[config.mk]
export PLATFORM = sky130hd
export DESIGN_NAME = sdram_port_arbiter
export DESIGN_NICKNAME = d
export VERILOG_FILES = /design/src/rtl/sdram_port_arbiter.sv
export SDC_FILE = /design/constraint.sdc
export NUM_CORES = 1
export LEC_CHECK = 0
export BUFFER_PORTS_ARGS = -buffer_cell sky130_fd_sc_hd__buf_2
export CORE_MARGIN = 5
export CORE_UTILIZATION = 47
export CTS_CLUSTER_DIAMETER = 150
export CTS_CLUSTER_SIZE = 30
export DETAILED_ROUTE_END_ITERATION = 10
export PLACE_DENSITY = 0.88
export SYNTH_ARGS = -nofsm -noshare
export SYNTH_HDL_FRONTEND = slang
export SYNTH_SLANG_ARGS = --single-unit
[constraint.sdc]
create_clock -name clk_sys -period 2.65 [get_ports clk_sys]
set_input_delay 0.53 -clock clk_sys [delete_from_list [all_inputs] [get_ports clk_sys]]
set_output_delay 0.53 -clock clk_sys [all_outputs]
set_load 0.01 [all_outputs]
[src/rtl/sdram_port_arbiter.sv]
// sdram_port_arbiter: shares the SDRAM cpu port between video (0), CPU (1) and DMA (2), one staged command at a time.
// Define SDRAM_ARB_DMA_EN to let DMA participate; otherwise CPU is the only low-priority requester.
module sdram_port_arbiter #(
   parameter int ADDR_W = 25,
   parameter int RD_LAT = 6
) (
   input  logic                  clk_sys,
   input  logic                  reset_n,
   input  logic                  cep,
   input  logic [2:0]            req,
   input  logic [2:0]            req_we,
   input  logic [3*ADDR_W-1:0]   req_addr,
   input  logic [47:0]           req_din,
   input  logic [5:0]            req_ds,
   output logic [2:0]            ack,
   output logic [2:0]            rvalid,
   output logic [15:0]           rdata,
   output logic [ADDR_W-1:0]     sdram_addr,
   output logic [15:0]           sdram_din,
   output logic [1:0]            sdram_ds,
   output logic                  sdram_we,
   output logic                  sdram_oe,
   input  logic [15:0]           sdram_dout
);
   typedef enum logic {EMPTY, STAGED} state_t;
   state_t     r_state;
   logic [1:0] r_stg_id;
   logic [1:0] r_trk_id;
   logic       r_trk_v;
   logic [3:0] r_trk_cnt;
   logic [2:0] w_elig;
   logic [1:0] w_win;
   logic       w_capture;
`ifdef SDRAM_ARB_DMA_EN
   localparam logic [2:0] PORTS = 3'b111;
   logic r_rr;
   // r_rr=1 means DMA is preferred over CPU on the next contested grant
   assign w_win = w_elig[0] ? 2'd0 : (w_elig[2] && (r_rr || !w_elig[1])) ? 2'd2 : 2'd1;
   always_ff @(posedge clk_sys or negedge reset_n)
      if (!reset_n) r_rr <= 1'b0;
      else if (r_state == STAGED && cep && r_stg_id != 2'd0) r_rr <= (r_stg_id == 2'd1);
`else
   localparam logic [2:0] PORTS = 3'b011;
   assign w_win = w_elig[0] ? 2'd0 : 2'd1;
`endif
   assign w_elig    = req & ~ack & PORTS;
   assign w_capture = r_trk_v && (r_trk_cnt == 4'(RD_LAT - 1));
   always_ff @(posedge clk_sys or negedge reset_n)
      if (!reset_n) begin
         r_state    <= EMPTY;
         r_stg_id   <= '0;
         r_trk_id   <= '0;
         r_trk_v    <= 1'b0;
         r_trk_cnt  <= '0;
         ack        <= '0;
         rvalid     <= '0;
         rdata      <= '0;
         sdram_addr <= '0;
         sdram_din  <= '0;
         sdram_ds   <= '0;
         sdram_we   <= 1'b0;
         sdram_oe   <= 1'b0;
      end else begin
         ack    <= '0;
         rvalid <= '0;
         if (w_capture) begin
            rdata   <= sdram_dout;
            rvalid  <= (3'b001 << r_trk_id) & PORTS;
            r_trk_v <= 1'b0;
         end else if (r_trk_v) r_trk_cnt <= r_trk_cnt + 4'd1;
         if (r_state == EMPTY) begin
            if (|w_elig) begin
               r_state    <= STAGED;
               r_stg_id   <= w_win;
               sdram_addr <= req_addr[w_win*ADDR_W +: ADDR_W];
               sdram_din  <= req_din[w_win*16 +: 16];
               sdram_ds   <= req_ds[w_win*2 +: 2];
               sdram_we   <= req_we[w_win];
               sdram_oe   <= ~req_we[w_win];
            end
         end else if (cep) begin
            r_state  <= EMPTY;
            ack      <= (3'b001 << r_stg_id) & PORTS;
            sdram_we <= 1'b0;
            sdram_oe <= 1'b0;
            // a reload here overrides the clear from a same-cycle capture
            if (sdram_oe) begin
               r_trk_v   <= 1'b1;
               r_trk_cnt <= '0;
               r_trk_id  <= r_stg_id;
            end
         end
      end
endmodule
==> run summary <==
The floorplan has 31 rows. Measured against its own limit, the worst slew margin works out to 39.66%. In this run the cell area measured after placement is 0.004504 mm^2.

Global routing finished with a remaining overflow of 0. The maximum number of buffers from clock root to sink is 2. The routed design could run at a clock period as short as 1.883 ns. The logs give 3.228 mW for the internal power and 0.5538 ns for the worst setup slack before clock tree synthesis. The final layout contains routed wiring with a total length of 8546 um.

In this run the worst path has a maximum fanout of 10. In this run the clock root is driven by a clkbuf_8. The post-CTS resize count came out at 0.

IR analysis of the VDD net gives a maximum drop of 0.4952 mV. For the pin with the worst max-slew slack, the measured transition is 0.9051 ns. Overall die area: 0.009500 mm^2. The switching power total was 1.557 mW. In this design, the stage delay of the slowest critical-path cell is 0.45 ns.

The tools report the maximum number of pins on one net before global-route repair as 74. Summed over all failing endpoints, the final setup total negative slack is 0 ns. Setup repair after global routing left no endpoint under its margin. Sequential elements use 50.80% of the synthesized area.

The power per standard cell area came out at 1016 mW/mm^2. Relative to the synthesized area, the layout overhead comes to 30.97%. The clock-pin transition on the worst setup and hold timing paths was 0.08 ns. In this run the horizontal extent of the chip is 97.47 um. Of the total power, registers draw 40.7%. The first-pass iteration count of the detailed router was 4. The total chip power came out at 4.785 mW. After floorplanning, the core was sized to cover 0.007370 mm^2.

The initial antenna violation count was 0. The slowest stage of the critical path belongs to the cell nand4b_1. The count of input and output buffers is 173, and the number of max-slew violations in the final report is 0. Cells with a size suffix above 1 make up 72.64% of the layout.

The cell count of the worst reg-to-reg path was 5; the total number of H-tree levels was 3. The routed layout has 2,495 vias. The number of gates on the worst path with buffers counted is 5, and the number of vias per cell after detailed routing is 4.873. Across the run, the number of max-cap violations was 0. The logs give 0.7668 ns for the worst path setup slack after routing and 0 for the number of buffers inserted to repair setup after CTS. The classification of the worst-slack hold path is in -> async. The average cell area after synthesis works out to 15.43 um^2. Total routing resource utilization after global routing: 18.11%. 221 I/O pins were placed. The tools report the timing-limited maximum frequency as 531.0 MHz. Dividing the final minimum period by the clock period gives 71.06%. The combinational power share is 41.0%, and the data arrival time of the worst path is 2.10 ns. TritonCTS built the clock tree. The run gives 0.004710 mm^2 as the cell area after layout. The congestion estimate from routability-driven global placement came to 0.8719.

The number of buffers and inverters on the critical path is 2. The worst clock skew on the final layout is 0.008885 ns, and the utilization of the core after routing is 63.90%. The run gives 564 as the final net count. Hold repair after CTS inserted 0 buffers. Grouping stages by cell kind, the critical path spends the most delay in simple AND/OR/NAND/NOR gates. Setup violations remaining at the end of the flow were counted as 0. At the later pin of the worst-skew pair, clock insertion delay measures 0.33 ns. Counting every instance in the synthesized netlist gives 233. The global-route wire length before repair was 13,900 um; the number of clock sinks seen by CTS was 73. The tools report the via count of the first global-routing pass as 2,761. The final hold violation count came out at 0. The first routing iteration left 35 violations. After synthesis, the netlist uses 31 different library cells.

In this run the remaining antenna-violating nets after routing total 0. Counting the buffers created by CTS gives 9. Dividing the detail-routed wire length by the instance count gives 16.69 um. The leakage power figure came out at 2.439 nW.

The endpoint required time on the critical path was 2.87 ns; the starting density of the core was 48.79%. The mapped netlist covers 0.003596 mm^2. In the routed design, unresolved DRC markers number 0. The clock network burns 18.2% of the power.

The number of antenna diodes in the final layout is 0. Traced cell by cell, the critical path runs through inv_1 > ha_1 > nand4b_1 > buf_4 > mux2_2. After legalization and detailed placement, the total HPWL measured 6566 um. The classification of the worst setup path was reg -> reg. Net switching is 32.53% of the power. The startpoint type of the worst setup path is a register. The run finished with clean final reports. STA classifies the critical path endpoint as a register. Yosys printed 0 warnings.

The die is 97.47 um tall. In this run, synthesis produced a sequential element count of 73.
-- final timing paths --
| path | from | slack [ns] | endpoint |
|---|---|---|---|
| max in group asynchronous | reset_n | 1.73 | rdata[5]$_DFFE_PN0P_ |
| min in group clk_sys | sdram_dout[12] | 0.43 | rdata[12]$_DFFE_PN0P_ |
| worst min register to register | r_trk_id[0]$_DFFE_PN0P_ | 0.43 | rvalid[0]$_DFF_PN0_ |
| worst max register to register | r_trk_cnt[1]$_DFF_PN0_ | 0.77 | rdata[13]$_DFFE_PN0P_ |
| worst min-delay path | reset_n | 0.32 | sdram_addr[24]$_DFFE_PN0P_ |
| worst max-delay path | r_trk_cnt[1]$_DFF_PN0_ | 0.77 | rdata[13]$_DFFE_PN0P_ |
-- cell usage after synthesis --
master | instances | area (um^2)
a21o_1 | 1 | 7.510
a21oi_1 | 4 | 20.02
a21oi_4 | 1 | 16.27
a311oi_1 | 1 | 8.760
and3_1 | 2 | 12.51
and3b_1 | 1 | 8.760
buf_2 | 4 | 20.02
buf_4 | 3 | 22.52
buf_6 | 7 | 78.83
clkbuf_1 | 1 | 3.750
conb_1 | 1 | 3.750
dfrtp_1 | 73 | 1827
ha_1 | 2 | 25.02
inv_1 | 3 | 11.26
mux2_2 | 49 | 551.8
mux2_4 | 54 | 810.8
nand2_1 | 5 | 18.77
nand2b_1 | 1 | 6.260
nand2b_4 | 1 | 13.76
nand3b_1 | 2 | 15.01
nand4_1 | 1 | 6.260
nand4b_1 | 2 | 17.52
nor2_1 | 4 | 15.01
o211ai_1 | 1 | 7.510
o21a_1 | 1 | 7.510
o21ai_0 | 2 | 10.01
o221a_2 | 1 | 11.26
o22a_1 | 1 | 8.760
or3_1 | 2 | 12.51
or3b_1 | 1 | 8.760
xor2_1 | 1 | 8.760
-- registers in the layout, indices dropped and copies added, names as in the netlist, 2 cells and up --
register / flops
rvalid: 2
sdram_addr: 25
ack: 2
sdram_din: 16
rdata: 16
r_trk_cnt: 4
sdram_ds: 2
-- layer usage --
layer	track usage (%)	up-vias	share of wire, %
li1	-	1182	-
met1	21.14	1201	39
met2	31.31	103	52
met3	6.030	9	7.6
met4	5.857	0	1.3
met5	0	-	0
-- power groups by stage --
stage	registers [mW]	clock network, mW	logic [mW]
6_report	1.95	0.872	1.96
5_1_grt	2.02	0.967	2.11
4_1_cts	1.95	0.907	2.00
3_5_place_dp	1.96	0	1.99
3_3_place_gp	1.91	0	1.94
2_1_floorplan	2.16	0	1.02
-- per-stage QoR --
step / cells / hold slack [ns]
6_report: 512 / 0.3221
5_1_grt: 512 / 0.4068
4_1_cts: 512 / 0.3557
3_5_place_dp: 496 / 0.4249
3_3_place_gp: 496 / 0.4164
2_1_floorplan: 234 / 0.2344
-- final cells by class --
class	count	area, um^2
Fill cell	567	2660
Sequential cell	73	1827
Multi-Input combinational cell	143	1637
Timing Repair Buffer	178	905.9
Clock buffer	11	151.4
Tap cell	99	123.9
Clock inverter	5	53.80
Inverter	3	11.26
-- layout by cell type (no fill, tap or decap), drive strengths merged, types with 2 or more instances in the layout --
cell / instances
ha: 2
nand3b: 2
a21oi: 5
nand2: 5
nand2b: 2
nand4b: 2
nor2: 4
and3: 2
inv: 3
clkbuf: 11
buf: 178
dfrtp: 73
o21ai: 2
mux2: 103
conb: 2
or3: 2
clkinv: 4
-- kinds of logic (layout without fill, tap and decap cells) --
family / count (synthesis) / in the layout / share of synthesized area [%]
AO/OA/AOI/OAI: 13 / 13 / 2.714
XOR/XNOR: 1 / 1 / 0.2436
adder cells (fa/ha/maj): 2 / 2 / 0.6958
AND/OR/NAND/NOR: 22 / 22 / 3.758
other: 1 / 2 / 0.1043
buffers and inverters: 18 / 197 / 3.793
multiplexers: 103 / 103 / 37.89
flip-flops: 73 / 73 / 50.80
(Power assumes the default switching activity.)
